## config.mk

```make
export PLATFORM = sky130hd
export DESIGN_NAME = msk_and_bank_feeder
export DESIGN_NICKNAME = d
export VERILOG_FILES = /design/src/rtl/msk_and_bank_feeder.sv
export SDC_FILE = /design/constraint.sdc
export NUM_CORES = 1
export LEC_CHECK = 0
export BUFFER_PORTS_ARGS = -buffer_cell sky130_fd_sc_hd__buf_2
export CAP_MARGIN = 20
export CORE_AREA = 5 5 83 77
export CTS_CLUSTER_DIAMETER = 50
export CTS_CLUSTER_SIZE = 16
export DETAILED_ROUTE_END_ITERATION = 16
export DIE_AREA = 0 0 88 82
export PLACE_DENSITY = 0.74
export SLEW_MARGIN = 0
export SYNTH_ARGS = -nofsm -noshare
export SYNTH_HDL_FRONTEND = slang
export SYNTH_SLANG_ARGS = --single-unit
export TNS_END_PERCENT = 30
```

## constraint.sdc

```tcl
create_clock -name clk -period 1.8 [get_ports clk]
set_clock_uncertainty 0.1 [all_clocks]
set_input_delay 0.09 -clock clk [delete_from_list [all_inputs] [get_ports clk]]
set_output_delay 0.09 -clock clk [all_outputs]
set_load 0.05 [all_outputs]
```

## src/rtl/msk_and_bank_feeder.sv

```systemverilog
// Gathers PRNG words into a randomness buffer and issues operands plus one full buffer to a masked AND2 bank.
// Latency: gadget inputs in the fire cycle; out_valid one cycle after fire, aligned with gadget outputs.
// Backpressure: prng_ready low while the buffer is full, in_ready low until it is full; no downstream stall.
module msk_and_bank_feeder #(
    parameter int N      = 8,
    parameter int PRNG_W = 32
) (
    input  logic              clk,
    input  logic              syn_rst,
    input  logic              in_valid,
    output logic              in_ready,
    input  logic [2*N-1:0]    in_a,
    input  logic [2*N-1:0]    in_b,
    input  logic              prng_valid,
    output logic              prng_ready,
    input  logic [PRNG_W-1:0] prng_data,
    output logic [2*N-1:0]    g_ina,
    output logic [2*N-1:0]    g_inb,
    output logic [4*N-1:0]    g_rnd,
    output logic              out_valid
);

    localparam int RW = 4 * N;
    localparam int K  = RW / PRNG_W;
    localparam int CW = $clog2(K + 1);
    localparam logic [CW-1:0] K_C = CW'(K);

    logic [CW-1:0] cnt;
    logic [RW-1:0] rnd_buf;
    logic          fire;
    logic          accept;

    // Handshakes depend only on registered state, except reset which forces them low.
    assign in_ready   = !syn_rst && (cnt == K_C);
    assign prng_ready = !syn_rst && (cnt != K_C);
    assign fire       = in_valid && in_ready;
    assign accept     = prng_valid && prng_ready;

    // Gadgets see zeros unless issuing, so stale shares or randomness never leak.
    assign g_ina = fire ? in_a : '0;
    assign g_inb = fire ? in_b : '0;
    assign g_rnd = fire ? rnd_buf : '0;

    always_ff @(posedge clk) begin
        if (syn_rst) begin
            cnt       <= '0;
            rnd_buf   <= '0;
            out_valid <= 1'b0;
        end else begin
            out_valid <= fire;
            if (fire) begin
                cnt     <= '0;
                rnd_buf <= '0;
            end else if (accept) begin
                for (int w = 0; w < K; w++) begin
                    if (cnt == CW'(w)) begin
                        rnd_buf[w*PRNG_W +: PRNG_W] <= prng_data;
                    end
                end
                cnt <= cnt + CW'(1);
            end
        end
    end

endmodule
```

==> metrics, run 1 <==
top_reg_cell synth=dfxtp_1; most common cell in the netlist=and3_1; die height=82 um; wire per inst=14.9 um; Worst Path Arrival=1450 ps; DP HPWL=4.82 mm; mean post-synth cell area=8.01 um2; Slowest-stage cell, CP=dfxtp_2; Routed WL=6.72 mm; critical path class=register to output pin; initial antenna violation count=2; max_cap viols=0; cell leakage power=0.00160 uW; 1st-pass router iterations=4; Mapped Nets=328; Largest delay share family, worst path=buffers and inverters; internal power=1310 uW; Clk pin slew, worst setup/hold paths=70 ps; most instantiated cells after synthesis=and3_1 (64), a211oi_1 (56), dfxtp_1 (34); GP Congestion=0.748; die width=88 um; crit end category=output pin; Seq/Total Area, Yosys=32.7%; first-pass GRT wire length=10.6 mm; footprint of the multi-input gates=0.00120 mm2; Comb pwr share=24.3%; CP startpoint kind=register; H-tree depth=2; Clock power frac=30.5%; Clk Latency, worst-skew pair=280 ps; TritonCTS clock tree=done; Hold Fails Final Rpt=0; Overflow after GRT=0; setup TNS=0 ps; outcome=finished, final reports clean; DRC Markers=0; post-cts resize count=0; fillcell total=528; io pins=135; Finish-stage setup viols=0; Psw=580 uW; share of cells above drive strength 1=40.0%; CP peak stage delay=340 ps; DR iter-0 viols=86; nets=447; CP bufs+invs=2; DP Area=0.00273 mm2; Post-DRT Antenna Nets=0; postcts setup bufs=0; total number of vias=2325; CP Cell Sequence=nor2b_4 -> buf_12 -> and3_1 -> buf_2; Synth Register Bits=34; ys async rst share=0%; VDD IR max=0.338 mV; synth-to-layout area growth=37.2%; Initial Util=37.9%; cell count after placement=438; top cells by area, synth=dfxtp_1 (33%), a211oi_1 (20%), and3_1 (19%), nor2b_1 (8.4%), nand2_1 (5.0%); Num CTS Buffers=5; largest net degree at the start of global routing=50; Yosys cell types=18; vias in the first global route=2196; Hold Path Class=primary input to register; part of the power in registers=45.2%; Worst EP required=1610 ps; pwr/cell area=660 mW/mm2; design area=0.00286 mm2; Cells after Synth=260; Core Rows=26; Max Clock Freq=610 MHz; core area=0.00550 mm2; CTS max path bufs=2; post-synth top area cell=dfxtp_1; Finished Layout Cells=451; Post-synth EDFFs=0; Worst slew margin=65.5%; Slew @ Worst Pin=517 ps; Final Max Slew Viols=0; Synth warnings=0; Root Buffer=clkbuf_8; die area=0.00722 mm2; RSZ-0062 raised after global routing=no; sw frac=30.7%; Vias per Instance=5.16; Final Critical Period=1640 ps; Mapped Area=0.00208 mm2; GRT Util Overall=18.8%; post-synth top area share=32.7%; hold_buf cts=4; critical path peak fanout=49; Storage cell area=682 um2; Final period util=91.0%; Clock Sinks=34; Buffers on Ports=134
layout make-up:
type / instances / share of cell area, %
tap: 70 / 3.06
clock buffer: 7 / 3.02
sequential: 34 / 23.9
clock inverter: 1 / 0.175
multi-input combinational: 191 / 41.8
timing repair buffer: 146 / 27.8
antenna: 1 / 0.0875
inverter: 1 / 0.131
placed cells by master, fill, tap and decap left out, types with 2 or more instances in the layout:
master	n
a211oi_1	56
a22oi_1	4
and3_1	64
buf_12	2
buf_2	134
buf_4	6
clkbuf_8	6
dfxtp_1	33
dlygate4sd3_1	4
nand2_1	28
nor2_1	6
nor2b_1	28
final timing paths:
check                      startpoint                       end  slack (ps)  cells past startpoint
min                     prng_data[29]  rnd_buf[29]$_SDFFE_PP0P_          70                      3
max reg2reg          cnt$_SDFFE_PP0P_  rnd_buf[31]$_SDFFE_PP0P_         410                      4
max                  cnt$_SDFFE_PP0P_                 g_ina[14]         160                      4
min reg2reg  rnd_buf[30]$_SDFFE_PP0P_  rnd_buf[30]$_SDFFE_PP0P_         380                      2
flip-flops by register name (all words and copies together), names as in the netlist:
signal     flops
rnd_buf       32
out_valid      1
cnt            1
per-layer routing:
metal	up-vias	routed length, um	GRT usage (%)
met3	8	801	5.92
met2	113	3080	32.9
met4	2	92	5.21
met1	1027	2740	22.0
li1	1175	-	-
met5	-	11	0
power groups by stage:
stage / registers, uW / logic [uW] / clock network [uW]
2_1_floorplan: 857 / 328 / 0
3_5_place_dp: 867 / 453 / 0
6_report: 852 / 459 / 576
5_1_grt: 862 / 509 / 641
3_3_place_gp: 867 / 443 / 0
4_1_cts: 851 / 461 / 602
kinds of logic after synthesis:
family	after synthesis	share of synthesized area, %
mux	1	0.480
flops	34	32.7
buf+inv	35	9.91
compound gates	61	21.9
simple gates	129	35.1
worst min-delay path, delay by kind of cell:
kind | cells | cell delay [ps]
compound gates | 2 | 230
buf+inv | 1 | 80
metrics by stage:
| step | hold slack [ps] | total power, uW | setup slack [ps] | util [%] |
|---|---|---|---|---|
| after floorplan | 150 | 1180 | 200 | - |
| after global placement | 245 | 1310 | 460 | 49.6 |
| after detailed placement | 256 | 1320 | 425 | 49.6 |
| after CTS | 65.5 | 1910 | 147 | 52.0 |
| after global routing | 67.9 | 2010 | 79.8 | 52.0 |
| final | 72.2 | 1890 | 161 | 52.0 |
No activity file was read; power rests on OpenSTA's default activity.
==> inputs of run 2 (changes only) <==
--- a/config.mk
+++ b/config.mk
@@ -7,12 +7,11 @@
 export LEC_CHECK = 0
 export BUFFER_PORTS_ARGS = -buffer_cell sky130_fd_sc_hd__buf_2
 export CAP_MARGIN = 20
-export CORE_AREA = 5 5 83 77
+export CORE_AREA = 2 2 87 81
 export CTS_CLUSTER_DIAMETER = 50
 export CTS_CLUSTER_SIZE = 16
 export DETAILED_ROUTE_END_ITERATION = 16
-export DIE_AREA = 0 0 88 82
-export PLACE_DENSITY = 0.74
+export DIE_AREA = 0 0 89 83
 export SLEW_MARGIN = 0
 export SYNTH_ARGS = -nofsm -noshare
 export SYNTH_HDL_FRONTEND = slang
==> run 2 against run 1 <==
  * Power up 5.9%
  * Routed wire length fell by 2.3%
  * Via count rose by 1.2%
  * Sequential power is essentially flat
  * Global-route usage fell by 2.1 points
  * Worst hold slack got worse by 7.6 ps
  * Cell count rose by 4.4%
  * Critical path type unchanged
  * Critical endpoint is now g_rnd[10]
  * Largest cell class unchanged
==> metrics, run 2 (synthesized netlist as in run 1, its figures left out) <==
outcome=finished, final reports clean (unchanged); final hold slack=64.6 ps (was 72.2 ps); max_cap viols=0 (unchanged); Slew @ Worst Pin=523 ps (was 517 ps); CTS max path bufs=2 (unchanged); Comb pwr share=22.7% (was 24.3%); initial antenna violation count=0 (was 2); crit end category=output pin (unchanged); wire per inst=13.9 um (was 14.9 um); Num CTS Buffers=5 (unchanged); Hold Fails Final Rpt=0 (unchanged); Worst Path Arrival=1500 ps (was 1450 ps); Final period util=93.9% (was 91.0%); critical path peak fanout=46 (was 49); r2r startpoint=cnt$_SDFFE_PP0P_ (unchanged); DR iter-0 viols=59 (was 86); share of cells above drive strength 1=39.9% (was 40.0%); largest net degree at the start of global routing=47 (was 50); worst reg2reg path endpoint=rnd_buf[6]$_SDFFE_PP0P_ (was rnd_buf[31]$_SDFFE_PP0P_); core area=0.00645 mm2 (was 0.00550 mm2); GP Congestion=0.710 (was 0.748); die width=89 um (was 88 um); Clock power frac=34.6% (was 30.5%); critical path class=register to output pin (unchanged); Worst EP required=1610 ps (about the same); internal power=1410 uW (was 1310 uW); DRC Markers=0 (unchanged); TritonCTS clock tree=done (unchanged); setup TNS=0 ps (unchanged); Vias per Instance=5.00 (was 5.16); Final Critical Period=1690 ps (was 1640 ps); Met1 Wirelength=2.83 mm (was 2.74 mm); Initial Util=32.3% (was 37.9%); Psw=588 uW (was 580 uW); H-tree depth=2 (unchanged); postcts setup bufs=0 (unchanged); Core Rows=28 (was 26); first-pass GRT wire length=9.76 mm (was 10.6 mm); DP HPWL=4.69 mm (was 4.82 mm); top sig layer=met4 (was met5); Buffers on Ports=134 (unchanged); Max Clock Freq=591 MHz (was 610 MHz); worst-case reg-to-reg path depth=4 (unchanged); die area=0.00739 mm2 (was 0.00722 mm2); sw frac=29.4% (was 30.7%); Largest register FFs=32 (unchanged); nets=448 (was 447); ANT cells=0 (was 1); Hold Path Class=primary input to register (unchanged); io pins=135 (unchanged); RSZ-0062 raised after global routing=no (unchanged); vias in the first global route=2029 (was 2196); Final Max Slew Viols=0 (unchanged); Hold Crit Start=prng_data[29] (unchanged); Finished Layout Cells=471 (was 451); Post-DRT Antenna Nets=0 (unchanged); flop-to-flop setup slack=380 ps (was 410 ps); commonest non-fill, non-tap cell in the layout=buf_2 (unchanged); highest-count cells in the layout ignoring fill and taps=buf_2 (134), and3_1 (64), a211oi_1 (56) (unchanged); Clk Latency, worst-skew pair=280 ps (about the same); DR WL met3=533 um (was 801 um); pwr/cell area=692 mW/mm2 (was 660 mW/mm2); Finish-stage setup viols=0 (unchanged); Largest Register=rnd_buf (unchanged); total number of vias=2354 (was 2325); Overflow after GRT=0 (unchanged); largest registers=rnd_buf (32), cnt (1), out_valid (1) (unchanged); cell count after placement=459 (was 438); Routed WL=6.57 mm (was 6.72 mm); die height=83 um (was 82 um); Root Buffer=clkbuf_8 (unchanged); VDD IR max=0.423 mV (was 0.338 mV); GRT Util Overall=16.7% (was 18.8%); Clock Sinks=34 (unchanged); 1st-pass router iterations=4 (unchanged); hold-critical path endpoint=rnd_buf[29]$_SDFFE_PP0P_ (unchanged); wire length on met2=3.16 mm (was 3.08 mm); Clk pin slew, worst setup/hold paths=70 ps (about the same); Worst Hold Depth=3 (unchanged); part of the power in registers=42.6% (was 45.2%); CP startpoint kind=register (unchanged); Worst slew margin=65.1% (was 65.5%); cell leakage power=0.00161 uW (was 0.00160 uW); synth-to-layout area growth=38.6% (was 37.2%)
## run 2: layer usage
metal,up-vias,track usage (%)
met4,0,4.07
met3,6,3.98
met2,102,29.6
li1,1175,-
met5,-,0
met1,1071,19.8
## run 2: power by group through the flow
| stage | logic [uW] | registers [uW] | clock network, uW |
|---|---|---|---|
| floorplan | 328 | 857 | 0 |
| global placement | 442 | 866 | 0 |
| detailed placement | 449 | 869 | 0 |
| CTS | 457 | 852 | 715 |
| global route | 498 | 861 | 753 |
| finish | 455 | 852 | 692 |
## run 2: timing repair
action                                  in CTS  in global routing
endpoints found under the hold margin        4                  0
gates resized for setup                      0                  2
endpoints found under the setup margin       0                 45
hold buffers                                 4                  0
## run 2: worst max path at each step
stage | from | to | slack (ps)
3_5_place_dp | cnt$_SDFFE_PP0P_ | rnd_buf[6]$_SDFFE_PP0P_ | 290
2_1_floorplan | cnt$_SDFFE_PP0P_ | prng_ready | 200
4_1_cts | cnt$_SDFFE_PP0P_ | prng_ready | 10
6_report | cnt$_SDFFE_PP0P_ | g_rnd[10] | 110
5_1_grt | cnt$_SDFFE_PP0P_ | prng_ready | 20
3_3_place_gp | cnt$_SDFFE_PP0P_ | g_rnd[10] | 350
## run 2: through the flow
step	power, uW	worst slack (ps)	cell area (um2)	utilization [%]
global placement	1310	349	2730	42.4
floorplan	1180	200	2080	-
CTS	2020	12.8	2880	44.7
global route	2110	23.0	2890	44.8
detailed placement	1320	291	2730	42.4
finish	2000	109	2890	44.8
## run 2: area by class of cell
cell class / instances / area, um2
fillers: 700 / 3560
multi-input cells: 191 / 1200
clock buffers: 7 / 76.3
inverters: 1 / 3.75
clock inverters: 1 / 30.0
flip-flops and latches: 34 / 682
repair buffers: 147 / 786
well taps: 90 / 113
## run 2: critical path, stage by stage (launching register included)
cell and delay (ps):
dfxtp_2 330, nor2b_4 140, buf_6 250, and3_1 220
buf_2 270
